[config.mk]
export PLATFORM = sky130hd
export DESIGN_NAME = sr_pulse_driver
export DESIGN_NICKNAME = d
export VERILOG_FILES = /design/src/rtl/sr_pulse_driver.sv
export SDC_FILE = /design/constraint.sdc
export NUM_CORES = 1
export LEC_CHECK = 0
export ABC_AREA = 1
export CAP_MARGIN = 40
export CORE_MARGIN = 4
export CORE_UTILIZATION = 50
export DETAILED_ROUTE_END_ITERATION = 16
export PLACE_DENSITY_LB_ADDON = 0.05
export SLEW_MARGIN = 25
export SYNTH_ARGS = -nofsm -noshare
export SYNTH_HDL_FRONTEND = slang
export SYNTH_SLANG_ARGS = --single-unit
[constraint.sdc]
create_clock -name clk -period 2.9 [get_ports clk]
set_input_delay 0.29 -clock clk [delete_from_list [all_inputs] [get_ports clk]]
set_output_delay 0.29 -clock clk [all_outputs]
set_load 0.05 [all_outputs]
[src/rtl/sr_pulse_driver.sv]
// SR latch pulse driver: turns level requests into non-overlapping, minimum-width
// s/r pulses with a dead time between them, and tracks the latch output in a shadow bit.
module sr_pulse_driver #(
    parameter int PULSE_W        = 2,
    parameter int DEAD_T         = 1,
    parameter int CNT_W          = 8,
    parameter bit SKIP_REDUNDANT = 1'b1
) (
    input  logic clk,
    input  logic rst,
    input  logic req_valid,
    input  logic req_level,
    output logic req_ready,
    output logic s,
    output logic r,
    output logic done,
    output logic q_model,
    output logic q_known
);

    typedef enum logic [1:0] {
        IDLE    = 2'd0,
        PULSE_S = 2'd1,
        PULSE_R = 2'd2,
        DEAD    = 2'd3
    } state_t;

    // Counter load values: the count runs down to zero, so one less than the length.
    localparam logic [CNT_W-1:0] PULSE_LOAD = CNT_W'(PULSE_W - 1);
    localparam logic [CNT_W-1:0] DEAD_LOAD  = CNT_W'(DEAD_T - 1);

    state_t           state, state_nxt;
    logic [CNT_W-1:0] cnt, cnt_nxt;
    logic             level, level_nxt;
    logic             done_nxt;
    logic             q_model_nxt;
    logic             q_known_nxt;

    assign req_ready = (state == IDLE);

    always_comb begin
        // NOTE: every signal gets a default first so no path through the case infers a latch.
        state_nxt   = state;
        cnt_nxt     = cnt;
        level_nxt   = level;
        done_nxt    = 1'b0;
        q_model_nxt = q_model;
        q_known_nxt = q_known;

        case (state)
            IDLE: begin
                if (req_valid) begin
                    if (SKIP_REDUNDANT && q_known && (req_level == q_model)) begin
                        done_nxt = 1'b1;
                    end else begin
                        state_nxt = req_level ? PULSE_S : PULSE_R;
                        cnt_nxt   = PULSE_LOAD;
                        level_nxt = req_level;
                    end
                end
            end
            PULSE_S, PULSE_R: begin
                if (cnt == '0) begin
                    q_model_nxt = level;
                    q_known_nxt = 1'b1;
                    if (DEAD_T > 0) begin
                        state_nxt = DEAD;
                        cnt_nxt   = DEAD_LOAD;
                    end else begin
                        state_nxt = IDLE;
                        done_nxt  = 1'b1;
                    end
                end else begin
                    cnt_nxt = cnt - CNT_W'(1);
                end
            end
            DEAD: begin
                if (cnt == '0) begin
                    state_nxt = IDLE;
                    done_nxt  = 1'b1;
                end else begin
                    cnt_nxt = cnt - CNT_W'(1);
                end
            end
            default: state_nxt = IDLE;
        endcase
    end

    // s and r get their own flops, decoded from the next state, so the latch sees clean edges.
    always_ff @(posedge clk or posedge rst) begin
        if (rst) begin
            state   <= IDLE;
            cnt     <= '0;
            level   <= 1'b0;
            done    <= 1'b0;
            q_model <= 1'b0;
            q_known <= 1'b0;
            s       <= 1'b0;
            r       <= 1'b0;
        end else begin
            // NOTE: non-blocking assignments so every flop samples pre-edge values.
            state   <= state_nxt;
            cnt     <= cnt_nxt;
            level   <= level_nxt;
            done    <= done_nxt;
            q_model <= q_model_nxt;
            q_known <= q_known_nxt;
            s       <= (state_nxt == PULSE_S);
            r       <= (state_nxt == PULSE_R);
        end
    end

endmodule

# Word-level counts from Yosys, hierarchy flattened
# Cells that the tools add are included.
# classes
n_addsub	1
n_eq_ne	9
muxes	15
n_bitwise	1
n_reduce_logical	7
# ops
operator	count
two-way mux 8 bit	4
case mux 8 bit (3 select lines)	1
two-way mux 2 bit	5
logical NOT 8 bit	1
subtractor 8 x 1 -> 8 bit (second input constant)	1
equality test 2 bit (second input constant)	3
inequality test 2 bit (second input constant)	3
case mux 2 bit (3 select lines)	1
AND reduction 3 bit	2
equality test 2 x 1 -> 1 bit (second input constant)	2
two-way mux 1 bit	3
case mux 1 bit (3 select lines)	1
logical NOT 2 bit	1
AND reduction 2 bit	1
OR reduction 2 bit	1
equality test 1 bit	1
logical AND 1 bit	1
NOT 1 bit	1
# word_totals
regBits	16
in_bits	4
out_inout_bits	6
wordCells	41

# Longest topological paths before layout
# Gate-level depths: netlist of the first run.
# depth
depth_word	6
ltp_mapped	11

# Least setup slack after synthesis of the first run
# OpenSTA, ideal clock, no wires.
# synth_timing
path_type	register to register
from	reg state[0]
to	reg cnt[4]
setup_time_ns	0.126
arrival_time_ns	1.492
setup_slack_ns	1.282
stages_incl_launch_ff	9
path_buffers	1
period_less_slack_ns	1.618
path_cell_list	dfrtp_1 > inv_1 > ha_1 > buf_4 > inv_1 > nand2_1 > inv_1 > nand2_1 > o22ai_1
# synth_between
elab_chain_len	3
elab_cells_between_ends	10
# synth_lines
element	line_no	text
start: declaration	32	state_t state, state_nxt;
start signal: assignment	102	state <= state_nxt;
logical NOT 2 bit *	n/a	
via req_ready	13	output logic req_ready,
inequality test 2 bit (no line)	n/a	
AND reduction 3 bit (no line)	n/a	
end signal: assignment	103	cnt <= cnt_nxt;
end: declaration	33	logic [CNT_W-1:0] cnt, cnt_nxt;
# The timed path passes the listed nets; every way through them passes the cells marked *.
# A chain may end at the register's enable or synchronous reset.

# Final worst setup path of the first run
# layout_timing
from	reg state[0]
to	out req_ready
# layout_between
elab_chain_len	1
# layout_lines
element	line_no	text
logical NOT 2 bit	39	assign req_ready = (state == IDLE);
end: declaration	13	
# Every way passes these cells.

==> impl_metrics.yaml, run 1 <==
run_status:
  status: "finished clean"
clocking:
  post-cts-setup-buffer-count: 0
  cts_root_buf: "clkbuf_4"
  cts_tree: "done"
  holdBufCountCts: 0
  cts_buffer_depth: 2
  clk_latency_ns: 0.29
  clk_pin_slew_ns: 0.10
  ctsResizeCount: 0
  h-tree-depth: 1
  cts_sinks: 16
  cts_made_buffers: 3
global_route:
  grt_pass1_wl_um: 3410
  grt_max_degree: 17
  grt_use_met3_pct: 3.38
  grt_util_met1_pct: 22.7
  use_met2_pct: 26.2
  grt_util_all_layers_pct: 16.4
  antenna_found_initial: 0
  grt_overflow_total: 0
  grt_pass1_vias: 765
  gr-max-usage-layer: "met2"
sta:
  fin_crit_sh_pct: 79.2
  hold_violations: 0
  rsz0062_at_grt: "no"
  finalMaxSlewViolations: 0
  timing.fmax_ghz: 0.435
  fin_ws_ns: 0.603
  slew_headroom_pct: 59.7
  whs_ns: 0.365
  worstMarginPinSlew_ns: 0.604
  clock-skew-final_ns: 0.00419
  setup-tns-final_ns: 0
  setup_violations: 0
  post-route-min-period_ns: 2.30
floorplanning:
  die_w_um: 53.1
  pin_count: 10
  die_area_mm2: 0.00282
  coreArea_mm2: 0.00194
  start_util_pct: 52.4
  rows: 16
  die_h_um: 53.1
yosys:
  synth_adder_area_share_pct: 3.69
  synth_xor_area_share_pct: 0.861
  synth_area_mm2: 0.00102
  synth_top_family_by_area: "simple AND/OR/NAND/NOR gates"
  synth_compound_area_share_pct: 3.81
  synth-simple-area-share_pct: 40.6
  yosysWarnings: 0
  synth_cells: 131
  synth_area_leader_cell: "dfrtp_1"
  synth.distinct_cells: 22
  avgSynthCellArea_um2: 7.77
  syn_nets: 138
  seq_area_frac_synth_pct: 39.4
  synth_top_area_share_pct: 39.4
  synth.area.mux_share_pct: 1.11
  synth_area_leaders: "dfrtp_1 (39%), nand2_1 (10%), inv_1 (7.7%)"
  yosys_register_bits: 16
routing:
  dr.first_iter.drc_count: 16
  drc: 0
  avgRoutedWirePerCell_um: 11.2
  routed_wl_um: 1910
  ant_nets: 0
  firstDrtPassIters: 4
  vias: 841
  via_per_inst: 4.95
place:
  dp_cells: 166
  io_buffers: 9
  placed_cell_area_mm2: 0.00113
  place_ws_ns: 0.921
  place_congestion: 0.828
  dp_hpwl_um: 1500
worst_setup_path:
  cp-end-kind: "output port"
  crit_chain: "inv_1 > ha_1 > clkdlybuf4s50_1"
  cpPeakStageDelay_ns: 0.87
  cp_num_buf_inv: 2
  worst-path-max-fanout: 9
  path_delay_family: "buffers and inverters"
  setup.worst_path.class: "flop to output port"
  r2r_slack_ns: 1.30
  cp_slowest_cell: "clkdlybuf4s50_1"
  cp.required_ns: 2.61
  crit_path_start_kind: "flop"
  crit_arrival_ns: 2.01
layout:
  layout_common_cells: "nand2_1 (27), inv_1 (21), dfrtp_1 (16)"
  diodes: 0
  layout-drive-gt1-share_pct: 17.5
  area_growth_pct: 15.0
  layout.cells.non_filler: 170
  fin_area_mm2: 0.00117
  mostFrequentLayoutCell: "nand2_1"
  fin_nets: 151
  final_util_pct: 60.2
worst_hold_path:
  holdCritPathClass: "primary input to asynchronous set/reset pin"
pwr:
  p_leak_nw: 0.661
  power.total_mw: 0.387
  vdd_ir_drop_max_mv: 0.183
  p_per_area_mw_per_mm2: 331
job:
  cap_viol_max_count: 0
## metal layers
metal / share of wire (%) / up-vias / wire, µm
met5: 0 / - / 0
met4: 0.52 / 0 / 10
met3: 3.4 / 2 / 65
met2: 47 / 18 / 902
met1: 49 / 382 / 933
li1: - / 439 / -
## sequential cells by signal, summed over array words and instances (netlist names)
signal   count
q_known      1
level        1
s            1
q_model      1
done         1
state        2
cnt          8
r            1
## layout make-up
type                    count  area (µm²)
well taps                  27        33.8
inverters                  26         100
multi-input cells          88         509
flip-flops and latches     16         400
fillers                   197         772
repair buffers              9        90.1
clock buffers               4        36.3
## synthesized netlist by cell type (all sizes together)
cell type	instances
buf	1
nand2	38
inv	26
o22ai	3
mux2	1
nand4	8
a21oi	2
o21ai	2
nor2	15
nand3	14
xor2	1
dfrtp	16
nor3	1
ha	3
## logic make-up (layout without fill, tap and decap cells)
group,after synthesis,count (layout)
simple gates,76,76
buf+inv,27,39
flops,16,16
compound gates,7,7
fa+ha+maj,3,3
xor+xnor,1,1
mux,1,1
## worst reg2reg max path, cell delays in order, from the launching register on
cell     delay, ns
dfrtp_1       0.37
inv_1         0.12
ha_1          0.25
nand2_4       0.10
nor2_1        0.18
nand4_1       0.18
mux2_2        0.31
## power by group
| part | switching [mW] | internal, mW |
|---|---|---|
| clock network | 0.0760 | 0.0764 |
| registers | 0 | 0.223 |
| logic | 0.00745 | 0.00440 |
## worst paths after layout
| check | start | end | cells after the start |
|---|---|---|---|
| max | state[0] | req_ready | 3 |
| min | rst | cnt[7] | 2 |
| max reg2reg | cnt[0] | q_model | 6 |
| min reg2reg | level | level | 2 |
| max in group asynchronous | rst | s | 2 |
| min in group clk | level | level | 2 |
No activity file was read; power rests on OpenSTA's default activity.
==> run 2, diff against run 1 <==
==> constraint.sdc (replaced) <==
create_clock -name clk -period 1.9 [get_ports clk]
set_input_delay 0.19 -clock clk [delete_from_list [all_inputs] [get_ports clk]]
set_output_delay 0.19 -clock clk [all_outputs]
set_load 0.05 [all_outputs]
==> impl_metrics.yaml, run 2 (same netlist as run 1, synthesis figures left out) <==
pwr:
  p_seq_share_pct: 58.8
  switchingPower_mw: 0.115
  p_per_area_mw_per_mm2: 487
  vdd_ir_drop_max_mv: 0.400
  power.total_mw: 0.579
  p_leak_nw: 0.671
  combPwrFrac_pct: 3.1
  intPower_mw: 0.464
  switching_share_pct: 19.9
  pwr-share-clk_pct: 38.2
routing:
  routed_wl_um: 1890
  met1_length_um: 874
  firstDrtPassIters: 4
  dr.first_iter.drc_count: 26
  drc: 0
  routed-wl-met2_um: 932
  ant_nets: 0
  avgRoutedWirePerCell_um: 11.0
  top_layer: "met4"
  via_per_inst: 4.96
  vias: 848
  met3_length_um: 64
sta:
  worstMarginPinSlew_ns: 0.600
  clock-skew-final_ns: 0.0153
  hold_violations: 0
  slew_headroom_pct: 59.9
  fin_ws_ns: 0.192
  setup-tns-final_ns: 0
  rsz0062_at_grt: "no"
  timing.fmax_ghz: 0.585
  setup_violations: 0
  post-route-min-period_ns: 1.71
  finalMaxSlewViolations: 0
  fin_crit_sh_pct: 89.9
  whs_ns: 0.257
worst_setup_path:
  crit_arrival_ns: 1.52
  cpPeakStageDelay_ns: 0.83
  worst-path-max-fanout: 3
  crit_chain: "clkdlybuf4s50_1"
  path_delay_family: "buffers and inverters"
  cp-end-kind: "output port"
  crit_path_start_kind: "flop"
  cp_slowest_cell: "clkdlybuf4s50_1"
  cp_num_buf_inv: 1
  cp.required_ns: 1.71
  setup.worst_path.class: "flop to output port"
global_route:
  grt_max_degree: 17
  grt_pass1_wl_um: 3480
  antenna_found_initial: 0
  grt_overflow_total: 0
  grt_pass1_vias: 828
  grt_util_all_layers_pct: 17.5
layout:
  layout.cells.non_filler: 171
  fin_nets: 152
  layout-drive-gt1-share_pct: 18.8
  area_growth_pct: 16.7
  largest_register_ffs: 8
  reg.largest.list: "cnt (8), state (2)"
  diodes: 0
  layout_common_cells: "nand2_1 (27), inv_1 (21), dfrtp_1 (16)"
  mostFrequentLayoutCell: "nand2_1"
  fin_area_mm2: 0.00119
  final_util_pct: 61.1
  largest-register: "cnt"
clocking:
  h-tree-depth: 1
  cts_buffer_depth: 2
  cts_root_buf: "clkbuf_4"
  cts_made_buffers: 3
  ctsResizeCount: 0
  post-cts-setup-buffer-count: 0
  cts_tree: "done"
  clk_pin_slew_ns: 0.10
  clk_latency_ns: 0.29
  cts_sinks: 16
  holdBufCountCts: 0
place:
  io_buffers: 9
  placed_cell_area_mm2: 0.00115
  dp_hpwl_um: 1550
  place_ws_ns: 0.314
  place_congestion: 0.912
  dp_cells: 167
run_status:
  status: "finished clean"
floorplanning:
  pin_count: 10
  die_w_um: 53.1
  coreArea_mm2: 0.00194
  die_area_mm2: 0.00282
  rows: 16
  die_h_um: 53.1
  start_util_pct: 52.4
job:
  cap_viol_max_count: 0
worst_hold_path:
  holdCritPathClass: "primary input to asynchronous set/reset pin"
run 2: cell count changes in the layout (fill, tap and decap cells not counted):
| cell | change |
|---|---|
| buf_12 | +1 |
| clkdlybuf4s50_1 | -1 |
| buf_4 | +1 |
run 2: per-layer routing:
layer / track usage [%] / up-vias
li1: - / 446
met1: 19.5 / 386
met3: 6.48 / 2
met2: 29.8 / 14
met5: 0 / -
met4: 7.23 / 0
run 2: area by class of cell:
type | instances | area, µm²
tap | 27 | 33.8
clock buffer | 4 | 36.3
inverter | 26 | 100
timing repair buffer | 10 | 108
multi-input combinational | 88 | 509
fill | 185 | 754
sequential | 16 | 400
run 2: worst paths after layout:
check,slack [ns],depth (start not counted),endpoint,startpoint
max in group asynchronous,1.23,2,state[1],rst
min in group clk,0.52,2,level,level
hold reg to reg,0.52,2,level,level
setup reg to reg,0.36,9,cnt[4],cnt[0]
setup / recovery,0.19,1,q_known,q_known
hold / removal,0.26,2,cnt[7],rst
run 2: power by group through the flow:
| stage | registers [mW] | logic (mW) | clock network [mW] |
|---|---|---|---|
| after floorplan | 0.347 | 0.00851 | 0 |
| after global placement | 0.347 | 0.0183 | 0 |
| after detailed placement | 0.347 | 0.0184 | 0 |
| after CTS | 0.340 | 0.0185 | 0.231 |
| after global routing | 0.340 | 0.0203 | 0.247 |
| final | 0.340 | 0.0177 | 0.221 |
